==> config.mk <==
export PLATFORM = sky130hd
export DESIGN_NAME = lotr_mem_loader_flat
export DESIGN_NICKNAME = d
export VERILOG_FILES = /design/src/rtl/lotr_pkg.sv /design/src/rtl/lotr_mem_loader_if.sv /design/src/rtl/lotr_mem_loader_asm.sv /design/src/rtl/lotr_mem_loader.sv /design/src/flat_wrapper.sv
export SDC_FILE = /design/constraint.sdc
export NUM_CORES = 1
export LEC_CHECK = 0
export ABC_AREA = 1
export BUFFER_PORTS_ARGS = -buffer_cell sky130_fd_sc_hd__buf_2
export CORE_ASPECT_RATIO = 1.1
export CORE_UTILIZATION = 60
export CTS_CLUSTER_DIAMETER = 100
export DETAILED_ROUTE_END_ITERATION = 16
export PLACE_DENSITY = 0.88
export SLEW_MARGIN = 30
export SYNTH_ARGS = -nofsm -noshare
export SYNTH_HDL_FRONTEND = slang
export SYNTH_SLANG_ARGS = --single-unit
==> constraint.sdc <==
create_clock -name QClk -period 8.7 [get_ports QClk]
set_input_delay 1.74 -clock QClk [delete_from_list [all_inputs] [get_ports QClk]]
set_output_delay 1.74 -clock QClk [all_outputs]
set_load 0.1 [all_outputs]
==> src/rtl/lotr_pkg.sv <==
// lotr_pkg: shared LOTR tile constants, memory map and loader frame definitions.
package lotr_pkg;
    localparam logic [31:0] I_MEM_OFFSET = 32'h0000_0000;
    localparam logic [31:0] SIZE_I_MEM = 32'h0000_1000;
    localparam logic [31:0] D_MEM_OFFSET = 32'h0001_0000;
    localparam logic [31:0] SIZE_D_MEM = 32'h0000_1000;
    localparam logic [7:0] LOAD_OP_WRITE = 8'hA5;
    localparam logic [7:0] LOAD_OP_DONE = 8'h5A;
    // opcode + 4 address bytes + 2 count bytes
    localparam int LOAD_HDR_BYTES = 7;
    typedef enum logic [2:0] {
        LD_IDLE,
        LD_ADDR,
        LD_CNT,
        LD_DATA,
        LD_WRITE,
        LD_DROP,
        LD_DONE
    } load_state_e;
endpackage

==> src/rtl/lotr_mem_loader_if.sv <==
// lotr_mem_loader_if: load byte stream plus memory write port and core control of the loader.
interface lotr_mem_loader_if;
    logic ByteValidQnnnH;
    logic [7:0] ByteDataQnnnH;
    logic ByteReadyQnnnH;
    logic MemWrEnQnnnH;
    logic MemWrSelQnnnH;
    logic [31:0] MemWrAddrQnnnH;
    logic [31:0] MemWrDataQnnnH;
    logic CoreRstQnnnH;
    logic LoadErrQnnnH;
    modport master(input ByteValidQnnnH, ByteDataQnnnH,
                   output ByteReadyQnnnH, MemWrEnQnnnH, MemWrSelQnnnH, MemWrAddrQnnnH,
                          MemWrDataQnnnH, CoreRstQnnnH, LoadErrQnnnH);
    modport slave(output ByteValidQnnnH, ByteDataQnnnH,
                  input ByteReadyQnnnH, MemWrEnQnnnH, MemWrSelQnnnH, MemWrAddrQnnnH,
                        MemWrDataQnnnH, CoreRstQnnnH, LoadErrQnnnH);
endinterface

==> src/rtl/lotr_mem_loader_asm.sv <==
// lotr_mem_loader_asm: little-endian byte-to-word shift assembler with word_done on the 4th byte.
module lotr_mem_loader_asm (
    input  logic clk,
    input  logic rst,
    input  logic clr,
    input  logic shift,
    input  logic [7:0] din,
    output logic [31:0] word_next,
    output logic first,
    output logic word_done
);
    logic [31:0] word;
    logic [1:0] cnt;
    assign word_next = {din, word[31:8]};
    assign first = cnt == 2'd0;
    assign word_done = shift && !clr && cnt == 2'd3;
    always_ff @(posedge clk or posedge rst) begin
        if (rst) begin
            word <= '0;
            cnt <= '0;
        end else if (clr) begin
            cnt <= '0;
        end else if (shift) begin
            word <= word_next;
            cnt <= cnt + 2'd1;
        end
    end
endmodule

==> src/rtl/lotr_mem_loader.sv <==
// lotr_mem_loader: front-door program loader; parses the byte stream, range-checks bursts
// and writes assembled words into I/D memory while holding the cores in reset until DONE.
module lotr_mem_loader #(
    parameter logic [31:0] I_MEM_OFFSET = lotr_pkg::I_MEM_OFFSET,
    parameter logic [31:0] SIZE_I_MEM = lotr_pkg::SIZE_I_MEM,
    parameter logic [31:0] D_MEM_OFFSET = lotr_pkg::D_MEM_OFFSET,
    parameter logic [31:0] SIZE_D_MEM = lotr_pkg::SIZE_D_MEM
) (
    input logic QClk,
    input logic RstQnnnH,
    lotr_mem_loader_if.master bus
);
    import lotr_pkg::*;
    load_state_e st, st_n;
    logic [2:0] hc;
    logic [31:0] a, off, lim, word_next, wr_addr, wr_data;
    logic [32:0] ax;
    logic [15:0] n, wc, n_full;
    logic [7:0] b;
    logic sel, ready, wr_en, wr_sel, core_rst, err;
    logic hs, in_i, in_d, hdr_ok, wc_last, first, word_done, active, overrun, last_cnt;
    assign b = bus.ByteDataQnnnH;
    assign hs = bus.ByteValidQnnnH && ready;
    assign active = st == LD_DATA || st == LD_DROP;
    assign ax = {1'b0, a};
    assign in_i = ax >= {1'b0, I_MEM_OFFSET} && ax < {1'b0, I_MEM_OFFSET} + {1'b0, SIZE_I_MEM};
    assign in_d = ax >= {1'b0, D_MEM_OFFSET} && ax < {1'b0, D_MEM_OFFSET} + {1'b0, SIZE_D_MEM};
    assign hdr_ok = a[1:0] == 2'd0 && (in_i || in_d);
    assign n_full = {b, n[15:8]};
    assign last_cnt = hs && st == LD_CNT && hc == 3'(LOAD_HDR_BYTES - 2);
    assign wc_last = wc + 16'd1 == n;
    // a word starting at or past the region end is never written
    assign overrun = st == LD_DATA && hs && first && off >= lim;
    lotr_mem_loader_asm u_asm (
        .clk(QClk),
        .rst(RstQnnnH),
        .clr(!active),
        .shift(hs && active),
        .din(b),
        .word_next(word_next),
        .first(first),
        .word_done(word_done)
    );
    always_comb begin
        st_n = st;
        case (st)
            LD_IDLE:  if (hs) st_n = b == LOAD_OP_WRITE ? LD_ADDR : b == LOAD_OP_DONE ? LD_DONE : LD_IDLE;
            LD_ADDR:  if (hs && hc == 3'(LOAD_HDR_BYTES - 4)) st_n = LD_CNT;
            LD_CNT:   if (last_cnt) st_n = n_full == 16'd0 ? LD_IDLE : hdr_ok ? LD_DATA : LD_DROP;
            LD_DATA:  st_n = overrun ? LD_DROP : word_done ? LD_WRITE : LD_DATA;
            LD_WRITE: st_n = wc_last ? LD_IDLE : LD_DATA;
            LD_DROP:  if (word_done && wc_last) st_n = LD_IDLE;
            default:  st_n = st;
        endcase
    end
    always_ff @(posedge QClk or posedge RstQnnnH) begin
        if (RstQnnnH) begin
            st <= LD_IDLE;
            hc <= '0;
            a <= '0;
            n <= '0;
            wc <= '0;
            off <= '0;
            lim <= '0;
            sel <= 1'b0;
            ready <= 1'b0;
            wr_en <= 1'b0;
            wr_sel <= 1'b0;
            wr_addr <= '0;
            wr_data <= '0;
            core_rst <= 1'b1;
            err <= 1'b0;
        end else begin
            st <= st_n;
            ready <= st_n != LD_WRITE && st_n != LD_DONE;
            core_rst <= st_n != LD_DONE;
            wr_en <= st_n == LD_WRITE;
            if (st == LD_IDLE) hc <= '0;
            else if (hs && (st == LD_ADDR || st == LD_CNT)) hc <= hc + 3'd1;
            if (hs && st == LD_ADDR) a <= {b, a[31:8]};
            if (hs && st == LD_CNT) n <= n_full;
            if (last_cnt) begin
                wc <= '0;
                sel <= !in_i;
                off <= a - (in_i ? I_MEM_OFFSET : D_MEM_OFFSET);
                lim <= in_i ? SIZE_I_MEM : SIZE_D_MEM;
            end
            if (st == LD_DATA && word_done) begin
                wr_sel <= sel;
                wr_addr <= off;
                wr_data <= word_next;
            end
            if (st == LD_WRITE) begin
                wc <= wc + 16'd1;
                off <= off + 32'd4;
            end
            if (st == LD_DROP && word_done) wc <= wc + 16'd1;
            if ((hs && st == LD_IDLE && b != LOAD_OP_WRITE && b != LOAD_OP_DONE) ||
                (last_cnt && n_full != 16'd0 && !hdr_ok) || overrun) err <= 1'b1;
        end
    end
    assign bus.ByteReadyQnnnH = ready;
    assign bus.MemWrEnQnnnH = wr_en;
    assign bus.MemWrSelQnnnH = wr_sel;
    assign bus.MemWrAddrQnnnH = wr_addr;
    assign bus.MemWrDataQnnnH = wr_data;
    assign bus.CoreRstQnnnH = core_rst;
    assign bus.LoadErrQnnnH = err;
endmodule

==> src/flat_wrapper.sv <==
// flat-port wrapper written by rule: the top's interface ports become plain ports
module lotr_mem_loader_flat import lotr_pkg::*;
#(
    parameter logic [31:0] I_MEM_OFFSET = lotr_pkg::I_MEM_OFFSET,
    parameter logic [31:0] SIZE_I_MEM = lotr_pkg::SIZE_I_MEM,
    parameter logic [31:0] D_MEM_OFFSET = lotr_pkg::D_MEM_OFFSET,
    parameter logic [31:0] SIZE_D_MEM = lotr_pkg::SIZE_D_MEM
)
  (QClk, RstQnnnH, bus_ByteValidQnnnH, bus_ByteDataQnnnH, bus_ByteReadyQnnnH, bus_MemWrEnQnnnH, bus_MemWrSelQnnnH, bus_MemWrAddrQnnnH, bus_MemWrDataQnnnH, bus_CoreRstQnnnH, bus_LoadErrQnnnH);
  lotr_mem_loader_if bus_i ();
  input logic QClk;
  input logic RstQnnnH;
  input wire logic [$bits(bus_i.ByteValidQnnnH)-1:0] bus_ByteValidQnnnH;
  input wire logic [$bits(bus_i.ByteDataQnnnH)-1:0] bus_ByteDataQnnnH;
  output wire logic [$bits(bus_i.ByteReadyQnnnH)-1:0] bus_ByteReadyQnnnH;
  output wire logic [$bits(bus_i.MemWrEnQnnnH)-1:0] bus_MemWrEnQnnnH;
  output wire logic [$bits(bus_i.MemWrSelQnnnH)-1:0] bus_MemWrSelQnnnH;
  output wire logic [$bits(bus_i.MemWrAddrQnnnH)-1:0] bus_MemWrAddrQnnnH;
  output wire logic [$bits(bus_i.MemWrDataQnnnH)-1:0] bus_MemWrDataQnnnH;
  output wire logic [$bits(bus_i.CoreRstQnnnH)-1:0] bus_CoreRstQnnnH;
  output wire logic [$bits(bus_i.LoadErrQnnnH)-1:0] bus_LoadErrQnnnH;
  assign bus_i.ByteValidQnnnH = bus_ByteValidQnnnH;
  assign bus_i.ByteDataQnnnH = bus_ByteDataQnnnH;
  assign bus_ByteReadyQnnnH = bus_i.ByteReadyQnnnH;
  assign bus_MemWrEnQnnnH = bus_i.MemWrEnQnnnH;
  assign bus_MemWrSelQnnnH = bus_i.MemWrSelQnnnH;
  assign bus_MemWrAddrQnnnH = bus_i.MemWrAddrQnnnH;
  assign bus_MemWrDataQnnnH = bus_i.MemWrDataQnnnH;
  assign bus_CoreRstQnnnH = bus_i.CoreRstQnnnH;
  assign bus_LoadErrQnnnH = bus_i.LoadErrQnnnH;
  lotr_mem_loader #(.I_MEM_OFFSET(I_MEM_OFFSET), .SIZE_I_MEM(SIZE_I_MEM), .D_MEM_OFFSET(D_MEM_OFFSET), .SIZE_D_MEM(SIZE_D_MEM)) u_core (.QClk(QClk), .RstQnnnH(RstQnnnH), .bus(bus_i));
endmodule
==> qor.txt <==
vias per cell - 5.86
CTS Buffer Depth - 2
Die W - 124 µm
FILL cells - 1275
DP HPWL - 17.3 mm
CTS-repair resized insts - 0
Worst Hold Class - register to register
CP Launch Point - bus_ByteValidQnnnH
status - finished, final reports clean
vias in the first global route - 8465
Max Clock Skew - 0.0144 ns
Comb pwr share - 1.6%
Total Power - 1.75 mW
top post-synthesis cells by area - dfrtp_1 50%, nand2_1 12%, o21ai_0 8.3%
number of flops mapped to enable cells by yosys - 0
NetSw - 404 µW
FFs w/ async S/R, synth - 100%
PnR worst setup slack - 4.86 ns
Pre-Repair DR Iteration Count - 6
crit path kind - primary input to register
Seq cells post-synth - 199
top post-synthesis cells by count - 315 x nand2_1, 198 x dfrtp_1, 163 x o21ai_0
ys flop type - dfrtp_1
Initial Util - 62.0%
Pins Over Slew Limit - 0
Remaining DRCs - 0
total internal power - 1.34 mW
DRT Wirelength - 25.0 mm
number of H-tree levels - 4
latest clock arrival within the worst-skew pair - 0.45 ns
Cells after Synth - 1219
unrepaired setup endpoints after global routing - false
syn avg cell area - 8.10 µm²
# clock sinks - 199
Worst slew margin - 36.0%
post-CTS setup buffers - 0
CTS tree - yes
Total GRT Usage - 31.0%
reg2reg end - u_core.wc[9]$_DFFE_PP0P_
clock network fraction of total power - 45.5%
CP Capture Type - register
largest net degree at the start of global routing - 117
CP Max Fanout - 29
net count after synthesis - 1241
Worst EP required - 9.09 ns
Yosys warnings - 0
worst-margin pin slew - 0.954 ns
ANT cells - 0
core area - 15900 µm²
hold_buf cts - 0
VDD IR max - 0.000137 V
biggest area consumer among synthesized cells - dfrtp_1
row cnt - 48
Synth cell types - 40
initial antenna violation count - 0
Critical Path Source Type - primary input
Ports - 80
gpl congestion - 0.939
r2r setup slk - 5.72 ns
Seq/Total Area, Yosys - 50.5%
max-cap violations - 0
WHS Endpoint - u_core.bus.MemWrAddrQnnnH[11]$_DFFE_PP0P_
cell with the most instances after synthesis - nand2_1
multi-input logic area - 4210 µm²
PD cells - 159 nW/µm²
layout cells sized above 1 - 12.8%
power share of the sequential group - 52.9%
Post-Syn Area - 9870 µm²
Yosys top cell area share - 50.2%
Die Area - 17000 µm²
worst flop-to-flop path startpoint - u_core.st[2]$_DFF_PP0_
final setup violation count - 0
Clock transition at path regs - 0.08 ns
Area growth syn-to-layout - 11.6%
die height - 137 µm
Fmax - 261 MHz
pre-CTS setup slack - 4.51 ns
1st-iter DRT viols - 862
Routed Antenna Nets - 0
hold_sp - u_core.bus.MemWrAddrQnnnH[11]$_DFFE_PP0P_
total grt overflow - 0
Post-Route Setup TNS - 0 ns
worst path arrival time - 4.22 ns
sw frac - 23.1%
routed via count - 8755
PortBufs - 79
cell depth of the worst flop-to-flop path - 12
cts bufs inserted - 17
Seq. cell area - 4980 µm²
Leakage - 5.42 nW
routed length per placed instance - 16.7 µm
part of the cycle the worst path needs - 44.1%
Final Hold Viols - 0
Period minus WS final - 3.84 ns
clock root buffer - clkbuf_16
first-pass GRT wire length - 41.3 mm
Final #Nets - 1305
WHS Path Cells - 2
-- cell families after synthesis --
kind of cell / Yosys count / share of synthesized area, %
and+or+nand+nor: 574 / 25.7
AOI/OAI and AO/OA: 222 / 12.3
DFF: 199 / 50.5
buffers and inverters: 182 / 7.06
xor gates and xnor gates: 17 / 1.51
muxes: 14 / 1.60
adders and majority gates: 11 / 1.39
-- sequential cells by signal, indices dropped and copies added, names as in the netlist, 2 cells and up --
name	cells
u_core.a	32
u_core.bus.MemWrAddrQnnnH	32
u_core.bus.MemWrDataQnnnH	32
u_core.off	32
u_core.u_asm.word	24
u_core.n	16
u_core.wc	16
u_core.hc	3
u_core.st	3
u_core.u_asm.cnt	2
-- metal layers --
layer / global-route usage, % / vias to the layer above / wire [µm]
met3: 4.69 / 88 / 1450
met2: 53.1 / 382 / 12400
met5: 0 / - / 0
met1: 37.9 / 4150 / 10100
li1: - / 4135 / -
met4: 17.1 / 0 / 1050
-- worst max path at each step --
stage	slack, ns	endpoint
5_1_grt	4.51	u_core.bus.MemWrEnQnnnH$_DFF_PP0_
2_1_floorplan	1.54	u_core.a[0]$_DFFE_PP0P_
3_5_place_dp	4.51	u_core.bus.MemWrEnQnnnH$_DFF_PP0_
3_3_place_gp	4.64	u_core.bus.MemWrEnQnnnH$_DFF_PP0_
6_report	4.86	u_core.bus.MemWrEnQnnnH$_DFF_PP0_
4_1_cts	4.94	u_core.bus.MemWrEnQnnnH$_DFF_PP0_
-- cells in the final DEF (no fill, tap or decap), types with 4 or more instances in the layout --
master / instances
nor4_1: 6
inv_1: 138
ha_1: 11
a21oi_1: 13
a31oi_1: 5
xor2_1: 17
buf_2: 79
nand3b_1: 4
o211ai_1: 8
nor2_2: 6
o221ai_1: 7
nor3_1: 20
nand2_1: 314
dfrtp_1: 198
or2_2: 5
nand2_2: 7
inv_8: 5
clkbuf_16: 17
o22ai_1: 14
mux2_2: 14
nor2_4: 7
nor2_1: 86
o21ai_0: 163
nand4_1: 29
nand3_1: 81
-- critical path, cell delays in order --
cell and delay [ns]:
buf_2 0.10, nand2_1 0.18, inv_1 0.18, nand4_1 0.14, buf_4 0.33, clkinv_1 0.58
nand2_1 0.31, o21ai_0 0.11, nand3b_1 0.17, a21oi_2 0.13, nand4_2 0.14, nor2_2 0.10
-- area by class of cell --
cell class	instances	share of cell area [%]
flip-flops and latches	199	45.2
multi-input cells	838	38.2
inverters	144	4.97
clock buffers	18	3.99
repair buffers	83	3.90
well taps	200	2.27
clock inverters	13	1.44
-- stage by stage --
stage / instance area (µm²) / hold slack (ns) / utilization, % / cells
5_1_grt: 11000 / 0.502 / 69.2 / 1495
3_3_place_gp: 10400 / 0.460 / 65.4 / 1464
3_5_place_dp: 10400 / 0.468 / 65.4 / 1464
6_report: 11000 / 0.479 / 69.2 / 1495
4_1_cts: 11000 / 0.485 / 69.2 / 1495
2_1_floorplan: 9870 / 0.447 / - / 1219
-- power by group through the flow --
stage,Clock [mW],Sequential (mW),Combinational [mW]
2_1_floorplan,0,0.943,0.0161
3_3_place_gp,0,0.942,0.0281
3_5_place_dp,0,0.942,0.0288
4_1_cts,0.801,0.924,0.0288
5_1_grt,0.838,0.924,0.0321
6_report,0.796,0.924,0.0280
Note: power is estimated with default switching activity, not from simulation.
